===== src/rtl/decoder_pkg.sv =====
// Shared definitions for the 8-way grant arbiter and its index decoder.
package decoder_pkg;
  localparam int N       = 3;
  localparam int NUM_REQ = 2**N;
  localparam int HOLD_W  = 8;

  typedef enum logic {IDLE, GRANT} arb_state_t;
endpackage


===== src/rtl/decoder_3_8.sv =====
// Shift-based 3-to-8 decoder: turns a grant index into a one-hot vector.
module decoder_3_8
  import decoder_pkg::*;
(
  input  logic [N-1:0]       i_a,
  output logic [NUM_REQ-1:0] o_y
);
  assign o_y = NUM_REQ'(1) << i_a;
endmodule


===== src/rtl/grant_arbiter_8.sv =====
// Round-robin arbiter for 8 requesters with a bounded hold time per grant.
module grant_arbiter_8
  import decoder_pkg::*;
#(
  parameter int MAX_HOLD = 16
) (
  input  logic               clk,
  input  logic               rst_n,
  input  logic [NUM_REQ-1:0] req,
  output logic [NUM_REQ-1:0] gnt,
  output logic [N-1:0]       gnt_idx,
  output logic               gnt_valid,
  output logic               timeout,
  output arb_state_t         dbg_state
);
  // Protocol: req[i] is a level held by requester i for as long as it wants
  // the resource; gnt[i] high means requester i owns it this cycle. Dropping
  // req[i] releases the grant; the owner loses it anyway after MAX_HOLD cycles.

  localparam logic [HOLD_W-1:0] HOLD_LAST = HOLD_W'(MAX_HOLD - 1);

  arb_state_t          r_state;
  arb_state_t          w_state_nxt;
  logic [N-1:0]        r_ptr, w_ptr_nxt;
  logic [N-1:0]        r_gnt_idx, w_gnt_idx_nxt;
  logic [HOLD_W-1:0]   r_hold_cnt, w_hold_cnt_nxt;
  logic                r_timeout, w_timeout_nxt;
  logic [N-1:0]        w_rr_idx;
  logic [NUM_REQ-1:0]  w_dec;

  // Rotate so ptr+1 sits at bit 0, take the lowest set bit, rotate back.
  function automatic logic [N-1:0] rr_pick(input logic [NUM_REQ-1:0] r,
                                           input logic [N-1:0]       p);
    logic [N-1:0]       start;
    logic [NUM_REQ-1:0] rot;
    logic [N-1:0]       enc;
    logic               found;
    start = p + N'(1);
    for (int i = 0; i < NUM_REQ; i++) begin
      rot[i] = r[start + N'(i)];
    end
    enc   = '0;
    found = 1'b0;
    for (int i = 0; i < NUM_REQ; i++) begin
      if (!found && rot[i]) begin
        enc   = N'(i);
        found = 1'b1;
      end
    end
    return enc + start;
  endfunction

  assign w_rr_idx = rr_pick(req, r_ptr);

  always_comb begin
    w_state_nxt    = r_state;
    w_ptr_nxt      = r_ptr;
    w_gnt_idx_nxt  = r_gnt_idx;
    w_hold_cnt_nxt = r_hold_cnt;
    w_timeout_nxt  = 1'b0;
    case (r_state)
      IDLE: begin
        if (|req) begin
          w_state_nxt    = GRANT;
          w_gnt_idx_nxt  = w_rr_idx;
          w_ptr_nxt      = w_rr_idx;
          w_hold_cnt_nxt = '0;
        end
      end
      GRANT: begin
        if (!req[r_gnt_idx]) begin
          w_state_nxt = IDLE;
        end else if (r_hold_cnt == HOLD_LAST) begin
          w_state_nxt   = IDLE;
          w_timeout_nxt = 1'b1;
        end else begin
          w_hold_cnt_nxt = r_hold_cnt + HOLD_W'(1);
        end
      end
      default: w_state_nxt = IDLE;
    endcase
  end

  always_ff @(posedge clk or negedge rst_n) begin
    if (!rst_n) begin
      r_state    <= IDLE;
      r_ptr      <= N'(NUM_REQ - 1);
      r_gnt_idx  <= '0;
      r_hold_cnt <= '0;
      r_timeout  <= 1'b0;
    end else begin
      r_state    <= w_state_nxt;
      r_ptr      <= w_ptr_nxt;
      r_gnt_idx  <= w_gnt_idx_nxt;
      r_hold_cnt <= w_hold_cnt_nxt;
      r_timeout  <= w_timeout_nxt;
    end
  end

  decoder_3_8 u_dec (
    .i_a (r_gnt_idx),
    .o_y (w_dec)
  );

  assign gnt_valid = (r_state == GRANT);
  assign gnt       = w_dec & {NUM_REQ{gnt_valid}};
  assign gnt_idx   = r_gnt_idx;
  assign timeout   = r_timeout;
  assign dbg_state = r_state;
endmodule


===== config.mk =====
export PLATFORM = sky130hd
export DESIGN_NAME = grant_arbiter_8
export DESIGN_NICKNAME = d
export VERILOG_FILES = /design/src/rtl/decoder_pkg.sv /design/src/rtl/decoder_3_8.sv /design/src/rtl/grant_arbiter_8.sv
export SDC_FILE = /design/constraint.sdc
export NUM_CORES = 1
export LEC_CHECK = 0
export CAP_MARGIN = 20
export CORE_UTILIZATION = 50
export DETAILED_ROUTE_END_ITERATION = 10
export PLACE_DENSITY = 0.83
export REMOVE_ABC_BUFFERS = 1
export SLEW_MARGIN = 20
export SYNTH_ARGS = -nofsm -noshare
export SYNTH_HDL_FRONTEND = slang
export SYNTH_HIERARCHICAL = 1
export SYNTH_SLANG_ARGS = --single-unit

===== constraint.sdc =====
create_clock -name clk -period 7.6 [get_ports clk]
set_input_delay 1.14 -clock clk [delete_from_list [all_inputs] [get_ports clk]]
set_output_delay 1.14 -clock clk [all_outputs]
set_load 0.1 [all_outputs]

==> flow_summary_export.csv, run 1 <==
group,metric,value,unit
finish,area_growth_syn_to_layout,16.21,%
worst_setup_path,end_kind,"register",
die,coreArea,2853,sq um
worst_setup_path,reg2reg_from,"r_ptr[0]",
clock_tree,postCtsSetupRepairBufs,0,
route,drt_first_pass_iters,10,
worst_setup_path,cp.arrival,5.29,ns
route,dr.first_iter.drc_count,73,
die,initial_utilization,54.65,%
route,wirelength,3444,microns
clock_tree,cts.clk_slew.worst_paths,0.09,ns
finish,n_antenna_cell,0,
run,maxCapViolCount,0,
sta,worst_slew_pin_slew,0.9761,ns
global_route,gr-total-overflow,0,
route,dr_total_vias,1291,
placed_design,dp.cells,203,
logic_synthesis,yosys_warnings,6,
route,wl_per_cell,16.64,microns
logic_synthesis,synth.ff_latch_count,16,
hold_path,worstHoldStart,"r_hold_cnt[4]",
die,die_x,57.84,microns
worst_setup_path,path_cells,"inv_1 -> ha_1 -> mux4_1 -> or3_1 -> o211a_1 -> or3_4 -> o32ai_1 -> o22a_1 -> ha_1 -> inv_1 -> fa_1 -> xnor2_1 -> nand2_1 -> or3_1 -> nand3_1",
worst_setup_path,slowest_delay,0.73,ns
route,vias_per_cell,6.237,
sta,slew_headroom,34.72,%
logic_synthesis,yosysTopAreaCellShare,20.87,%
logic_synthesis,synthArstFlopShare,100.0,%
sta,finalCriticalPeriod,5.062,ns
route,ant_nets,0,
global_route,grt_pass1_wl,6003,microns
sta,finalSetupTns,0,ns
finish,stdcell_count,207,
placed_design,numPortBuffers,23,
clock_tree,cts_tree,"built",
worst_setup_path,worstSetupPathType,"register to register",
hold_path,whs_path_depth,1,
logic_synthesis,synthFlopType,"dfrtp_1",
sta,max_freq,197.5,MHz
run_status,violations,"design-rule violations",
clock_tree,clock_latency,0.28,ns
worst_setup_path,rr_worst_depth,15,
hold_path,hold_end,"r_hold_cnt[4]",
global_route,grt_max_degree,17,
logic_synthesis,synth_area_leaders,"dfrtp_1 (21%), mux4_1 (12%), mux2i_1 (6.4%), mux4_2 (5.8%), dfstp_2 (5.1%)",
logic_synthesis,synthCells,156,
global_route,grt.total_usage,23.40,%
worst_setup_path,r2r_end,"gnt_idx[2]",
placed_design,gp_congestion,1.005,
clock_tree,cts_resized,0,
global_route,antenna_found_initial,0,
finish,layout-drive-gt1-share,13.64,%
worst_setup_path,required,7.83,ns
die,io_pins,24,
logic_synthesis,postSynthAreaPerCell,9.994,sq um
logic_synthesis,ys_types,46,
clock_tree,cts_sinks,16,
hold_path,hold_path_class,"register to register",
sta,clock-skew-final,0.001371,ns
logic_synthesis,synth_edf_count,0,
worst_setup_path,cp_max_fo,13,
logic_synthesis,yosysSeqAreaShare,25.92,%
clock_tree,cts_buffers,3,
sta,slew_violations,0,
die,row_count,19,
worst_setup_path,rrSetupSlack,2.54,ns
finish,mostFrequentLayoutCells,"clkdlybuf4s50_1 (23), nand2_1 (18), dfrtp_1 (13)",
worst_setup_path,crit_slowest_cell,"dfstp_2",
logic_synthesis,netlist_area,1559,sq um
sta,timing_hold_violations_final,0,
finish,num-nets-final,192,
worst_setup_path,start_kind,"register",
sta,rsz0062_at_grt,"no",
clock_tree,htreeDepth,1,
die,die-area,3345,sq um
clock_tree,hold_buffers,0,
run_status,status,"complete, but fails checks",
die,fp.dieH,57.84,microns
sta,finalSetupViolCount,0,
sta,final.period_utilization,66.61,%
finish,n_fill_cell,241,
clock_tree,ctsRootBufferMaster,"clkbuf_4",
placed_design,dp_hpwl,2625,microns
global_route,first_global_vias,1257,
route,drc,2,
logic_synthesis,synth_largest_area_cell,"dfrtp_1",
clock_tree,clock_path_buffers,2,
finish,final_common_cell,"clkdlybuf4s50_1",
==> how the worst max path moves through the flow <==
stage | from | endpoint | slack, ns | cells past startpoint
floorplan | r_ptr[0] | gnt_idx[2] | 3.06 | 15
global placement | req[2] | gnt_idx[2] | 2.65 | 14
detailed placement | req[2] | gnt_idx[2] | 2.48 | 14
CTS | r_ptr[0] | gnt_idx[2] | 2.57 | 15
global route | r_ptr[0] | r_ptr[2] | 2.20 | 15
finish | r_ptr[0] | gnt_idx[2] | 2.54 | 15
==> layout make-up <==
class | count | area, sq um | share of cell area [%]
clock buffers | 4 | 26.28 | 1.450
repair buffers | 23 | 230.2 | 12.71
flip-flops and latches | 16 | 404.1 | 22.31
multi-input cells | 129 | 1097 | 60.57
well taps | 31 | 38.79 | 2.141
inverters | 4 | 15.01 | 0.8287
==> logic make-up (layout without fill, tap and decap cells) <==
family / after synthesis / after routing / synth area share, %
XOR/XNOR: 7 / 7 / 4.816
multiplexers: 25 / 25 / 26.89
AND/OR/NAND/NOR: 73 / 73 / 25.76
buffers and inverters: 11 / 31 / 3.691
AO/OA/AOI/OAI: 19 / 19 / 8.427
adder cells (fa/ha/maj): 5 / 5 / 4.495
flip-flops: 16 / 16 / 25.92
==> stage by stage <==
step                worst slack [ns]  utilization (%)  instance area [sq um]  hold WS (ns)
floorplan                      3.064                -                   1516        0.4578
global placement               2.653            62.59                   1785        0.4786
detailed placement             2.484            62.59                   1785        0.4957
CTS                            2.570            63.51                   1812        0.5080
global route                   2.204            63.51                   1812        0.5380
finish                         2.538            63.51                   1812        0.5054
==> worst max-delay path: cells and delay by family, from the launching register on <==
| family | cells | cell delay [ns] |
|---|---|---|
| AND/OR/NAND/NOR | 5 | 1.33 |
| adder cells (fa/ha/maj) | 3 | 1.13 |
| flip-flops | 1 | 0.73 |
| multiplexers | 1 | 0.67 |
| AO/OA/AOI/OAI | 3 | 0.64 |
| XOR/XNOR | 1 | 0.30 |
| buffers and inverters | 2 | 0.19 |
==> sequential cells by signal, indices dropped and copies added, names as in the netlist <==
register    count
r_hold_cnt      8
timeout         1
gnt_idx         3
dbg_state       1
r_ptr           3
==> routing by layer <==
layer	up-vias	GRT usage (%)	wire, microns
met5	-	0	0
met4	0	3.741	18
met3	2	5.580	174
met2	41	39.24	1710
met1	623	31.58	1541
li1	625	-	-
==> Yosys cell counts, drive strengths merged, types with 2 or more instances <==
cell,instances
nand4,2
xor2,3
a22oi,2
and2,10
nand3,4
nor2b,2
o211ai,2
mux4,11
or2,4
buf,4
mux2i,10
inv,4
xnor2,3
clkbuf,3
or3,5
ha,4
nor3,2
nor3b,3
and3,5
and3b,3
dfstp,3
o211a,2
nand2,18
dfrtp,13
mux2,4
nor4,2
nor2,11
o21ai,7
Power of run 1 is not shown: default switching activity piles up to over one toggle a cycle in this logic, so the estimate is an artifact.
==> inputs of run 2 (changes only) <==
--- a/config.mk
+++ b/config.mk
@@ -6,9 +6,9 @@
 export NUM_CORES = 1
 export LEC_CHECK = 0
 export CAP_MARGIN = 20
-export CORE_UTILIZATION = 50
+export CORE_UTILIZATION = 49
 export DETAILED_ROUTE_END_ITERATION = 10
-export PLACE_DENSITY = 0.83
+export PLACE_DENSITY = 0.85
 export REMOVE_ABC_BUFFERS = 1
 export SLEW_MARGIN = 20
 export SYNTH_ARGS = -nofsm -noshare
==> constraint.sdc (replaced) <==
create_clock -name clk -period 4.6 [get_ports clk]
set_input_delay 0.69 -clock clk [delete_from_list [all_inputs] [get_ports clk]]
set_output_delay 0.69 -clock clk [all_outputs]
set_load 0.1 [all_outputs]
==> flow_summary_export.csv, run 2 (synthesized netlist as in run 1, its figures left out) <==
group,metric,value,unit
run_status,status,"finished, final reports clean",
route,drt_first_pass_iters,4,
finish,mostFrequentLayoutCells,"clkdlybuf4s50_1 (23), nand2_1 (18), dfrtp_1 (13)",
worst_setup_path,reg2reg_from,"r_ptr[0]",
worst_setup_path,crit_end,"gnt_idx[2]",
placed_design,place_area,1824,sq um
global_route,grt_pass1_wl,5809,microns
route,wirelength,3414,microns
global_route,gr-total-overflow,0,
sta,slew_headroom,35.10,%
finish,n_antenna_cell,0,
finish,regMostFlops,"r_hold_cnt",
route,dr_total_vias,1393,
clock_tree,cts.clk_slew.worst_paths,0.10,ns
worst_setup_path,required,4.84,ns
route,drc,0,
sta,whs,0.5027,ns
clock_tree,clock_path_buffers,2,
finish,final_common_cell,"clkdlybuf4s50_1",
finish,layout-drive-gt1-share,17.32,%
worst_setup_path,worstSetupPathType,"register to register",
sta,finalSetupTns,0,ns
global_route,first_global_vias,1275,
die,io_pins,24,
worst_setup_path,cp.arrival,4.68,ns
placed_design,numPortBuffers,23,
clock_tree,hold_buffers,0,
placed_design,gp_congestion,1.022,
sta,worst_slew_pin_slew,0.9705,ns
finish,finalInstanceArea,1878,sq um
worst_setup_path,rr_worst_depth,15,
sta,timing_hold_violations_final,0,
finish,n_fill_cell,245,
finish,multi_input_area,1115,sq um
sta,fin_ws,0.1528,ns
worst_setup_path,r2r_end,"gnt_idx[2]",
die,die_x,58.41,microns
finish,num-nets-final,195,
worst_setup_path,critPathLaunch,"r_ptr[0]",
finish,largest_register_ffs,8,
run,maxCapViolCount,0,
clock_tree,cts_sinks,16,
global_route,antenna_found_initial,0,
worst_setup_path,start_kind,"register",
clock_tree,cts_tree,"built",
global_route,grt.total_usage,22.17,%
clock_tree,clock_latency,0.29,ns
sta,finalCriticalPeriod,4.447,ns
die,row_count,20,
finish,final-seq-area,404.1,sq um
sta,finalSetupViolCount,0,
route,vias_per_cell,6.247,
route,wl_per_cell,15.31,microns
hold_path,hold_path_class,"register to register",
worst_setup_path,rrSetupSlack,0.15,ns
die,coreArea,3028,sq um
hold_path,whs_path_depth,1,
sta,max_freq,224.9,MHz
clock_tree,ctsRootBufferMaster,"clkbuf_4",
finish,area_growth_syn_to_layout,20.47,%
die,fp.dieH,58.41,microns
route,dr.first_iter.drc_count,57,
global_route,grt_max_degree,17,
worst_setup_path,end_kind,"register",
placed_design,dp_hpwl,2618,microns
sta,clock-skew-final,0.01304,ns
worst_setup_path,cp_max_fo,4,
die,die-area,3411,sq um
sta,slew_violations,0,
route,ant_nets,0,
clock_tree,cts_buffers,3,
placed_design,pre_cts_slack,-0.08075,ns
die,initial_utilization,51.49,%
clock_tree,htreeDepth,1,
sta,final.period_utilization,96.68,%
-- run 2: changes by cell type in the layout (fill, tap and decap cells not counted), sizes merged --
cell and change:
buf +3
-- run 2: area by class of cell --
cell class | instances | area share (%)
sequential | 16 | 21.52
multi-input combinational | 129 | 59.36
timing repair buffer | 26 | 13.46
clock buffer | 4 | 1.932
inverter | 4 | 0.7995
tap | 44 | 2.931
-- run 2: per-layer routing --
layer  global-route usage (%)  up-vias  routed length [microns]
met5                        0        -                        0
met4                    5.442        0                       74
li1                         -      637                        -
met3                    3.736       14                      186
met1                    28.61      680                     1409
met2                    38.92       62                     1743
-- run 2: worst min path at each step --
stage                       start       endpoint  slack (ns)
floorplan                   rst_n      dbg_state        0.39
global placement    r_hold_cnt[3]  r_hold_cnt[3]        0.48
detailed placement  r_hold_cnt[3]  r_hold_cnt[3]        0.49
CTS                 r_hold_cnt[3]  r_hold_cnt[3]        0.50
global route        r_hold_cnt[3]  r_hold_cnt[3]        0.51
finish              r_hold_cnt[3]  r_hold_cnt[3]        0.50
-- run 2: critical path: stages (launching register included) --
cell and delay [ns]:
dfstp_2 0.53, inv_1 0.06, ha_2 0.38, mux4_1 0.61, or3_1 0.36, o211a_1 0.16, or3_4 0.40, o32ai_2 0.29
o22a_1 0.19, ha_1 0.14, inv_1 0.05, fa_1 0.40, xnor2_2 0.23, nand2_1 0.14, or3_1 0.37, nand3_1 0.09
-- run 2: timing repair --
item | 4_1_cts | 5_1_grt
buffers inserted | 0 | 0
setup endpoints to repair | 0 | 2
gates resized for setup | 0 | 3
-- run 2: through the flow --
step / utilization, % / std cells
after floorplan: - / 149
after global placement: 60.25 / 219
after detailed placement: 60.25 / 219
after CTS: 61.45 / 223
after global routing: 62.02 / 223
final: 62.02 / 223
Power of run 2 is left out for the same reason.
==> inputs of run 3 (changes only) <==
--- a/config.mk
+++ b/config.mk
@@ -6,6 +6,7 @@
 export NUM_CORES = 1
 export LEC_CHECK = 0
 export CAP_MARGIN = 20
+export CORE_ASPECT_RATIO = 0.7
 export CORE_UTILIZATION = 49
 export DETAILED_ROUTE_END_ITERATION = 10
 export PLACE_DENSITY = 0.85
==> flow_summary_export.csv, run 3 (synthesized netlist as in run 1, its figures left out) <==
group,metric,value,unit
sta,slew_headroom,33.75,%
route,wl_per_cell,17.04,microns
route,wirelength,3681,microns
worst_setup_path,r2r_end,"r_ptr[2]",
placed_design,numPortBuffers,23,
route,dr_total_vias,1386,
clock_tree,cts_tree,"built",
sta,fin_ws,0.2122,ns
die,initial_utilization,53.71,%
placed_design,dp_hpwl,2779,microns
clock_tree,cts.clk_slew.worst_paths,0.06,ns
route,wl_met3,265,microns
global_route,grt_max_degree,17,
hold_path,hold_end,"r_hold_cnt[3]",
die,fp.dieH,49.19,microns
finish,n_antenna_cell,0,
finish,final_common_cell,"clkdlybuf4s50_1",
worst_setup_path,crit_slowest_cell,"mux4_1",
die,io_pins,24,
global_route,grt.total_usage,24.61,%
clock_tree,clock_latency,0.25,ns
route,drt_first_pass_iters,4,
route,met2_length,1738,microns
die,coreArea,2903,sq um
placed_design,gp_congestion,0.9578,
finish,num-nets-final,196,
clock_tree,cts_buffers,3,
route,ant_nets,0,
die,die_x,69.42,microns
sta,slew_violations,0,
global_route,antenna_found_initial,0,
sta,finalCriticalPeriod,4.388,ns
sta,timing_hold_violations_final,0,
route,dr.first_iter.drc_count,176,
worst_setup_path,required,4.79,ns
finish,layout-drive-gt1-share,17.78,%
run,maxCapViolCount,0,
hold_path,worstHoldStart,"r_hold_cnt[3]",
sta,final.period_utilization,95.39,%
finish,mostFrequentLayoutCells,"clkdlybuf4s50_1 (23), nand2_1 (18), dfrtp_1 (13)",
worst_setup_path,cp_max_fo,5,
clock_tree,clock_path_buffers,2,
worst_setup_path,reg2reg_from,"r_ptr[0]",
die,row_count,16,
sta,max_freq,227.9,MHz
worst_setup_path,slowest_delay,0.61,ns
worst_setup_path,worstSetupPathType,"register to register",
clock_tree,htreeDepth,1,
placed_design,pre_cts_slack,-0.02301,ns
sta,finalSetupViolCount,0,
route,wl_met1,1615,microns
clock_tree,postCtsSetupRepairBufs,0,
finish,largest_register_ffs,8,
worst_setup_path,start_kind,"register",
worst_setup_path,rrSetupSlack,0.21,ns
route,vias_per_cell,6.417,
route,drc,0,
run_status,status,"finished, final reports clean",
global_route,grt_pass1_wl,6589,microns
route,highest_layer,"met4",
global_route,first_global_vias,1314,
clock_tree,cts_sinks,16,
worst_setup_path,end_kind,"register",
hold_path,whs_path_depth,1,
die,die-area,3415,sq um
worst_setup_path,cp.arrival,4.58,ns
finish,area_growth_syn_to_layout,21.51,%
clock_tree,ctsRootBufferMaster,"clkbuf_8",
sta,worst_slew_pin_slew,0.9907,ns
worst_setup_path,rr_worst_depth,16,
sta,clock-skew-final,0.003515,ns
worst_setup_path,path_cells,"inv_1 -> ha_2 -> buf_4 -> mux4_1 -> mux2i_1 -> nand2_1 -> or3_4 -> o32ai_2 -> o22a_1 -> ha_1 -> inv_1 -> fa_1 -> xnor2_2 -> nand2_1 -> or3_1 -> nand3_1",
finish,regMostFlops,"r_hold_cnt",
hold_path,hold_path_class,"register to register",
global_route,gr-total-overflow,0,
## run 3: critical path, delay by kind of cell (launching register included)
kind / cells / cell delay [ns]
and+or+nand+nor: 5 / 1.10
adders and majority gates: 3 / 0.91
muxes: 2 / 0.82
DFF: 1 / 0.53
AOI/OAI and AO/OA: 2 / 0.47
buffers and inverters: 3 / 0.27
xor gates and xnor gates: 1 / 0.22
## run 3: through the flow
stage	TNS (ns)	cells	instance area, sq um	hold slack (ns)	utilization, %
6_report	0	216	1894	0.5015	65.26
5_1_grt	-0.01440	216	1894	0.5392	65.26
4_1_cts	0	216	1877	0.5040	64.66
3_5_place_dp	-0.04393	212	1822	0.4948	62.76
3_3_place_gp	0	212	1822	0.4844	62.76
2_1_floorplan	0	149	1516	0.3944	-
## run 3: worst max-delay path by stage
stage | start | to | slack [ns] | cells past startpoint
floorplan | r_ptr[0] | gnt_idx[2] | 0.06 | 15
global placement | req[5] | gnt_idx[2] | 0.09 | 14
detailed placement | req[7] | gnt_idx[2] | -0.02 | 14
CTS | r_ptr[0] | gnt_idx[2] | 0.17 | 16
global route | r_ptr[0] | r_ptr[2] | -0.008 | 16
finish | r_ptr[0] | r_ptr[2] | 0.21 | 16
## run 3: layout make-up
class                   count  area, sq um
well taps                  36        45.04
inverters                   4        15.01
flip-flops and latches     16        404.1
multi-input cells         129         1115
clock buffers               4        55.05
fillers                   201         1008
repair buffers             27        260.3
## run 3: repair_timing
action | in CTS | in global routing
gates resized for setup | 0 | 3
hold buffers | 0 | 0
endpoints found under the setup margin | 0 | 2
## run 3: per-layer routing
metal  up-vias  track usage, %
met1       675           32.93
li1        637               -
met4         0           6.803
met5         -               0
met3         8           6.405
met2        66           39.81
Power of run 3 is left out for the same reason.
